$ cat config.mk
export PLATFORM = sky130hd
export DESIGN_NAME = flash_read_sched
export DESIGN_NICKNAME = d
export VERILOG_FILES = /design/src/rtl/flash_read_sched.sv
export SDC_FILE = /design/constraint.sdc
export NUM_CORES = 1
export LEC_CHECK = 0
export BUFFER_PORTS_ARGS = -buffer_cell sky130_fd_sc_hd__buf_2
export CAP_MARGIN = 30
export CORE_ASPECT_RATIO = 0.6
export CORE_UTILIZATION = 30
export CTS_CLUSTER_DIAMETER = 30
export DETAILED_ROUTE_END_ITERATION = 10
export GPL_ROUTABILITY_DRIVEN = 1
export GPL_TIMING_DRIVEN = 0
export PLACE_DENSITY = 0.62
export SLEW_MARGIN = 20
export SYNTH_ARGS = -nofsm -noshare
export SYNTH_HDL_FRONTEND = slang
export SYNTH_SLANG_ARGS = --single-unit
export TNS_END_PERCENT = 50
$ cat constraint.sdc
create_clock -name clk -period 6.7 [get_ports clk]
set_input_delay 0.67 -clock clk [delete_from_list [all_inputs] [get_ports clk]]
set_output_delay 0.67 -clock clk [all_outputs]
set_load 0.02 [all_outputs]
$ cat src/rtl/flash_read_sched.sv
// Two-requester round-robin burst scheduler in front of a single-byte flash reader.
// Optional build macro FLASH_SCHED_TIMEOUT_EN adds a rd_ready timeout with an err pulse.
module flash_read_sched #(
    parameter logic [23:0] BASE_ADDR = 24'h400000,
    parameter logic [23:0] WINDOW    = 24'd26,
    parameter int unsigned HOLDOFF   = 48,
    parameter int unsigned TIMEOUT   = 64
) (
    input  logic        clk,
    input  logic        rst,
    input  logic [1:0]  req,
    input  logic [23:0] addr0,
    input  logic [23:0] addr1,
    input  logic [7:0]  len0,
    input  logic [7:0]  len1,
    output logic [1:0]  gnt,
    output logic [7:0]  dout,
    output logic        dout_valid,
    input  logic [1:0]  dout_ready,
    output logic [1:0]  done,
    output logic        err,
    output logic        rd_read,
    output logic [23:0] rd_addr,
    input  logic        rd_ready,
    input  logic [7:0]  rd_data
);
    localparam logic [2:0] S_HOLD    = 3'd0;
    localparam logic [2:0] S_IDLE    = 3'd1;
    localparam logic [2:0] S_ISSUE   = 3'd2;
    localparam logic [2:0] S_WAIT    = 3'd3;
    localparam logic [2:0] S_DELIVER = 3'd4;
    localparam logic [2:0] S_DONE    = 3'd5;

    localparam int unsigned HW    = (HOLDOFF > 1) ? $clog2(HOLDOFF) : 1;
    localparam logic [23:0] LIMIT = BASE_ADDR + WINDOW;

    logic [2:0]    state;
    logic [HW-1:0] hcnt;
    logic          last;     // requester served most recently
    logic          sel;      // index of the granted requester
    logic [23:0]   cur;
    logic [8:0]    rem;
    logic          pick;
    logic          accept;
    logic [23:0]   cur_inc;
    logic [23:0]   cur_next;
    logic          timeout_hit;

    always_comb begin
        if (req[0] && req[1]) begin
            pick = ~last;
        end else begin
            pick = req[1];
        end
        accept   = sel ? dout_ready[1] : dout_ready[0];
        cur_inc  = cur + 24'd1;
        cur_next = (cur_inc >= LIMIT) ? BASE_ADDR : cur_inc;
    end

`ifdef FLASH_SCHED_TIMEOUT_EN
    localparam int unsigned TW = (TIMEOUT > 1) ? $clog2(TIMEOUT) : 1;
    logic [TW-1:0] tcnt;

    always_ff @(posedge clk) begin
        if (rst || state != S_WAIT) begin
            tcnt <= '0;
        end else begin
            tcnt <= tcnt + TW'(1);
        end
    end

    // WAIT lasts TIMEOUT-1 cycles, so err/done land TIMEOUT cycles after rd_read
    assign timeout_hit = (state == S_WAIT) && !rd_ready && (tcnt == TW'(TIMEOUT - 2));

    always_ff @(posedge clk) begin
        if (rst) begin
            err <= 1'b0;
        end else begin
            err <= timeout_hit;
        end
    end
`else
    assign timeout_hit = 1'b0;
    assign err         = 1'b0;
`endif

    always_ff @(posedge clk) begin
        if (rst) begin
            state      <= S_HOLD;
            hcnt       <= '0;
            last       <= 1'b1;
            sel        <= 1'b0;
            cur        <= '0;
            rem        <= '0;
            gnt        <= '0;
            dout       <= '0;
            dout_valid <= 1'b0;
        end else begin
            case (state)
                S_HOLD: begin
                    if (hcnt == HW'(HOLDOFF - 1)) begin
                        state <= S_IDLE;
                    end else begin
                        hcnt <= hcnt + HW'(1);
                    end
                end
                S_IDLE: begin
                    if (req != 2'b00) begin
                        sel   <= pick;
                        gnt   <= pick ? 2'b10 : 2'b01;
                        cur   <= pick ? addr1 : addr0;
                        rem   <= pick ? {len1 == 8'd0, len1} : {len0 == 8'd0, len0};
                        state <= S_ISSUE;
                    end
                end
                S_ISSUE: begin
                    state <= S_WAIT;
                end
                S_WAIT: begin
                    if (rd_ready) begin
                        dout       <= rd_data;
                        dout_valid <= 1'b1;
                        state      <= S_DELIVER;
                    end else if (timeout_hit) begin
                        state <= S_DONE;
                    end
                end
                S_DELIVER: begin
                    // a dropped req only ends the burst once the byte in flight is taken
                    if (accept) begin
                        dout_valid <= 1'b0;
                        rem        <= rem - 9'd1;
                        cur        <= cur_next;
                        state      <= (rem == 9'd1 || !req[sel]) ? S_DONE : S_ISSUE;
                    end
                end
                S_DONE: begin
                    gnt   <= '0;
                    last  <= sel;
                    state <= S_IDLE;
                end
                default: begin
                    state <= S_HOLD;
                end
            endcase
        end
    end

    assign rd_read = (state == S_ISSUE);
    assign rd_addr = cur;
    assign done    = (state == S_DONE) ? gnt : 2'b00;

endmodule
==> out/results.ini <==
[layout]
drive_above_1_share = 0.2293
final_cells = 846
multi_input_area_mm2 = 0.002636
final_common_cell = buf_2
diodes = 0
seq_area_mm2 = 0.001101
layout_common_cells = 126 x buf_2, 96 x nand2_1, 60 x a21oi_1
final_area_mm2 = 0.004890
nets = 759
n_fill_cell = 1409
area_growth_pct = 23.83

[die]
die-area_mm2 = 0.01364
die_w_um = 150.1
die_h_um = 90.87
io_pins = 118
core_mm2 = 0.01285
row_count = 32
start_util = 0.3072

[clock_tree]
tritoncts = built
ctsResizeCount = 0
clockBufferDepth = 2
post-cts-setup-buffers = 0
cts-htree-levels = 2
clkTransAtPathRegs_ns = 0.08
cts_sinks = 55
clockRootBuffer = clkbuf_16
cts_buffers = 5
ctsHoldBuffers = 0
clk_latency_ns = 0.31

[drt]
antenna_left = 0
wl_per_cell_um = 17.37
dr_total_vias = 4670
drc = 0
via_per_inst = 5.520
dr.first_iter.drc_count = 536
drt-pass1-iter-count = 5
wirelength_um = 14700

[power]
switching_share = 0.2681
ir_drop_mv = 0.08644
power_density_mw_per_mm2 = 140.2
power_mw = 0.6855
seq_power_share = 0.481
leakagePower_nw = 2.014
switchingPower_mw = 0.1838
internal_power_mw = 0.5017
power_frac_comb = 0.108
p_clk_frac = 0.411

[worst_setup_path]
r2r_cells = 8
cp.arrival_ns = 3.32
cp.required_ns = 6.91
cpMaxStageDelayCell = nor4_1
slowest_delay_ns = 0.73
critPathCaptureType = flop
r2r_end = rd_addr[0]
cp.buffers_inverters = 1
critPathTopFamily = compound AO/OA/AOI/OAI gates
start_kind = flop
r2r_start = rd_addr[0]
setup.worst_path.class = flop to flop
critPathMaxFanout = 8
path_cells = ha_1, buf_2, nand4_1, nor4_1, a31oi_1, a21oi_1, a21boi_2, o41ai_2
rrSetupSlack_ns = 3.59

[synthesis]
syn_inst = 552
synth_async_sr_flop_share = 0
synth-compound-area-share = 0.2703
syn_avg_cell_area_um2 = 7.154
synth-seq-cells = 55
synth_edf_count = 0
yosysUniqueCellTypes = 69
synth_mux_area_frac = 0.04341
ys_warn_count = 0
yosysSeqAreaShare = 0.2788
synth-simple-area-share = 0.3172
ys.flop_type = dfxtp_1
synth_top_family_by_area = simple AND/OR/NAND/NOR gates
synth_fa_ha_area_frac = 0.01584
syn_area_mm2 = 0.003949
synth_nets = 636
synth-xor-area-share = 0.01996

[place]
place_ws_ns = 3.675
io_buffers = 116
hpwlAfterDp_um = 11510
placed_cells = 838
place_congestion = 0.9668
placed_cell_area_mm2 = 0.004742

[sta]
max-slew-margin-rel = 0.4508
worst_slack_ns = 3.590
rsz0062_at_grt = no
tightest_slew_ns = 0.8239
fmax_mhz = 321.6
period_needed_ns = 3.110
finalHoldViolCount = 0
finalSetupTns_ns = 0
setup_viol_count_final = 0
finalCritPeriodShare = 0.4641
drv_slew = 0
fin_skew_ns = 0.008298

[global_routing]
grt_pass1_wl_um = 23050
grt-ovfl-total = 0
antenna_found_initial = 0
grt_usage = 0.2206
grt_pass1_vias = 4134
grt_max_degree = 19

[min_path]
whs_path_depth = 2
hold_start = dout[6]
holdPathEnd = dout[6]
hold_class = flop to flop

[status]
status = completed

[job]
maxCapViolations = 0

-- kinds of logic (layout without fill, tap and decap cells) --
logic type	Yosys count	in the layout
compound gates	166	166
simple gates	248	248
other cells	1	1
buf+inv	51	175
mux	17	17
xor+xnor	9	9
fa+ha+maj	5	5
flops	55	55
-- worst register-to-register path: stages, from the launching register on --
cell	delay [ns]
dfxtp_1	0.48
ha_1	0.19
buf_2	0.20
nand4_1	0.27
nor4_1	0.73
a31oi_1	0.17
a21oi_1	0.44
a21boi_2	0.27
o41ai_2	0.26
-- final cells by class --
cell class,count,share of cell area
multi-input combinational,446,0.5392
buffer,43,0.03710
tap,170,0.04350
sequential,55,0.2252
timing repair buffer,116,0.1187
inverter,8,0.006141
clock buffer,5,0.02559
clock inverter,3,0.004606
-- power by group through the flow --
stage                     Combinational [mW]  Clock, mW  Sequential [mW]
after global placement                0.0727          0            0.337
after floorplan                       0.0343          0            0.337
after CTS                             0.0732      0.288            0.330
after detailed placement              0.0729          0            0.337
after global routing                  0.0811      0.300            0.330
final                                 0.0742      0.282            0.330
-- synth_stat cells, types with 5 or more instances --
cell       n  area [µm²]
nand2_1   96       360.4
a21oi_1   60       300.3
dfxtp_1   55        1101
nor2_1    46       172.7
o21ai_0   34       170.2
clkbuf_1  29       108.9
nor3_1    19       95.09
mux2i_1   16       160.2
nand3_1   15       75.07
nor4_1    13       81.33
buf_2     10       50.05
a22oi_1    9       67.56
and3_1     9       56.30
inv_1      8       30.03
o22ai_1    8       50.05
a31oi_1    7       43.79
nand4_1    7       43.79
or3_1      7       43.79
a211oi_1   6       45.04
nand2b_1   6       37.54
o32ai_1    6       52.55
xnor2_1    6       52.55
a21o_1     5       37.54
ha_1       5       62.56
nor2b_1    5       31.28
-- registers in the layout, summed over array words and instances, names as in the netlist --
name,flops
dout_valid,1
rd_addr,24
gnt,2
dout,8
state,3
last,1
sel,1
rem,9
hcnt,6
-- per-stage QoR --
step	hold slack, ns	util
3_3_place_gp	0.4460	0.3690
4_1_cts	0.4582	0.3805
3_5_place_dp	0.4467	0.3690
6_report	0.4582	0.3805
2_1_floorplan	0.4455	-
5_1_grt	0.4661	0.3805
-- worst max path at each step --
stage / from / end / slack (ns) / cells past startpoint
after floorplan: rd_addr[0] / rd_addr[0] / 4.18 / 9
after global placement: rd_addr[0] / rd_addr[0] / 3.66 / 9
after detailed placement: rd_addr[0] / rd_addr[0] / 3.67 / 8
after CTS: rd_addr[0] / rd_addr[0] / 3.64 / 9
after global routing: rd_addr[0] / rd_addr[2] / 3.35 / 10
final: rd_addr[0] / rd_addr[0] / 3.59 / 8
-- layer usage --
layer | track usage | vias to the layer above | share of wire
met2 | 0.2840 | 248 | 0.35
met5 | 0 | - | 0
met3 | 0.04242 | 14 | 0.11
li1 | - | 2261 | -
met1 | 0.3588 | 2147 | 0.52
met4 | 0.04798 | 0 | 0.011
Power figures use the tool's default switching activity.
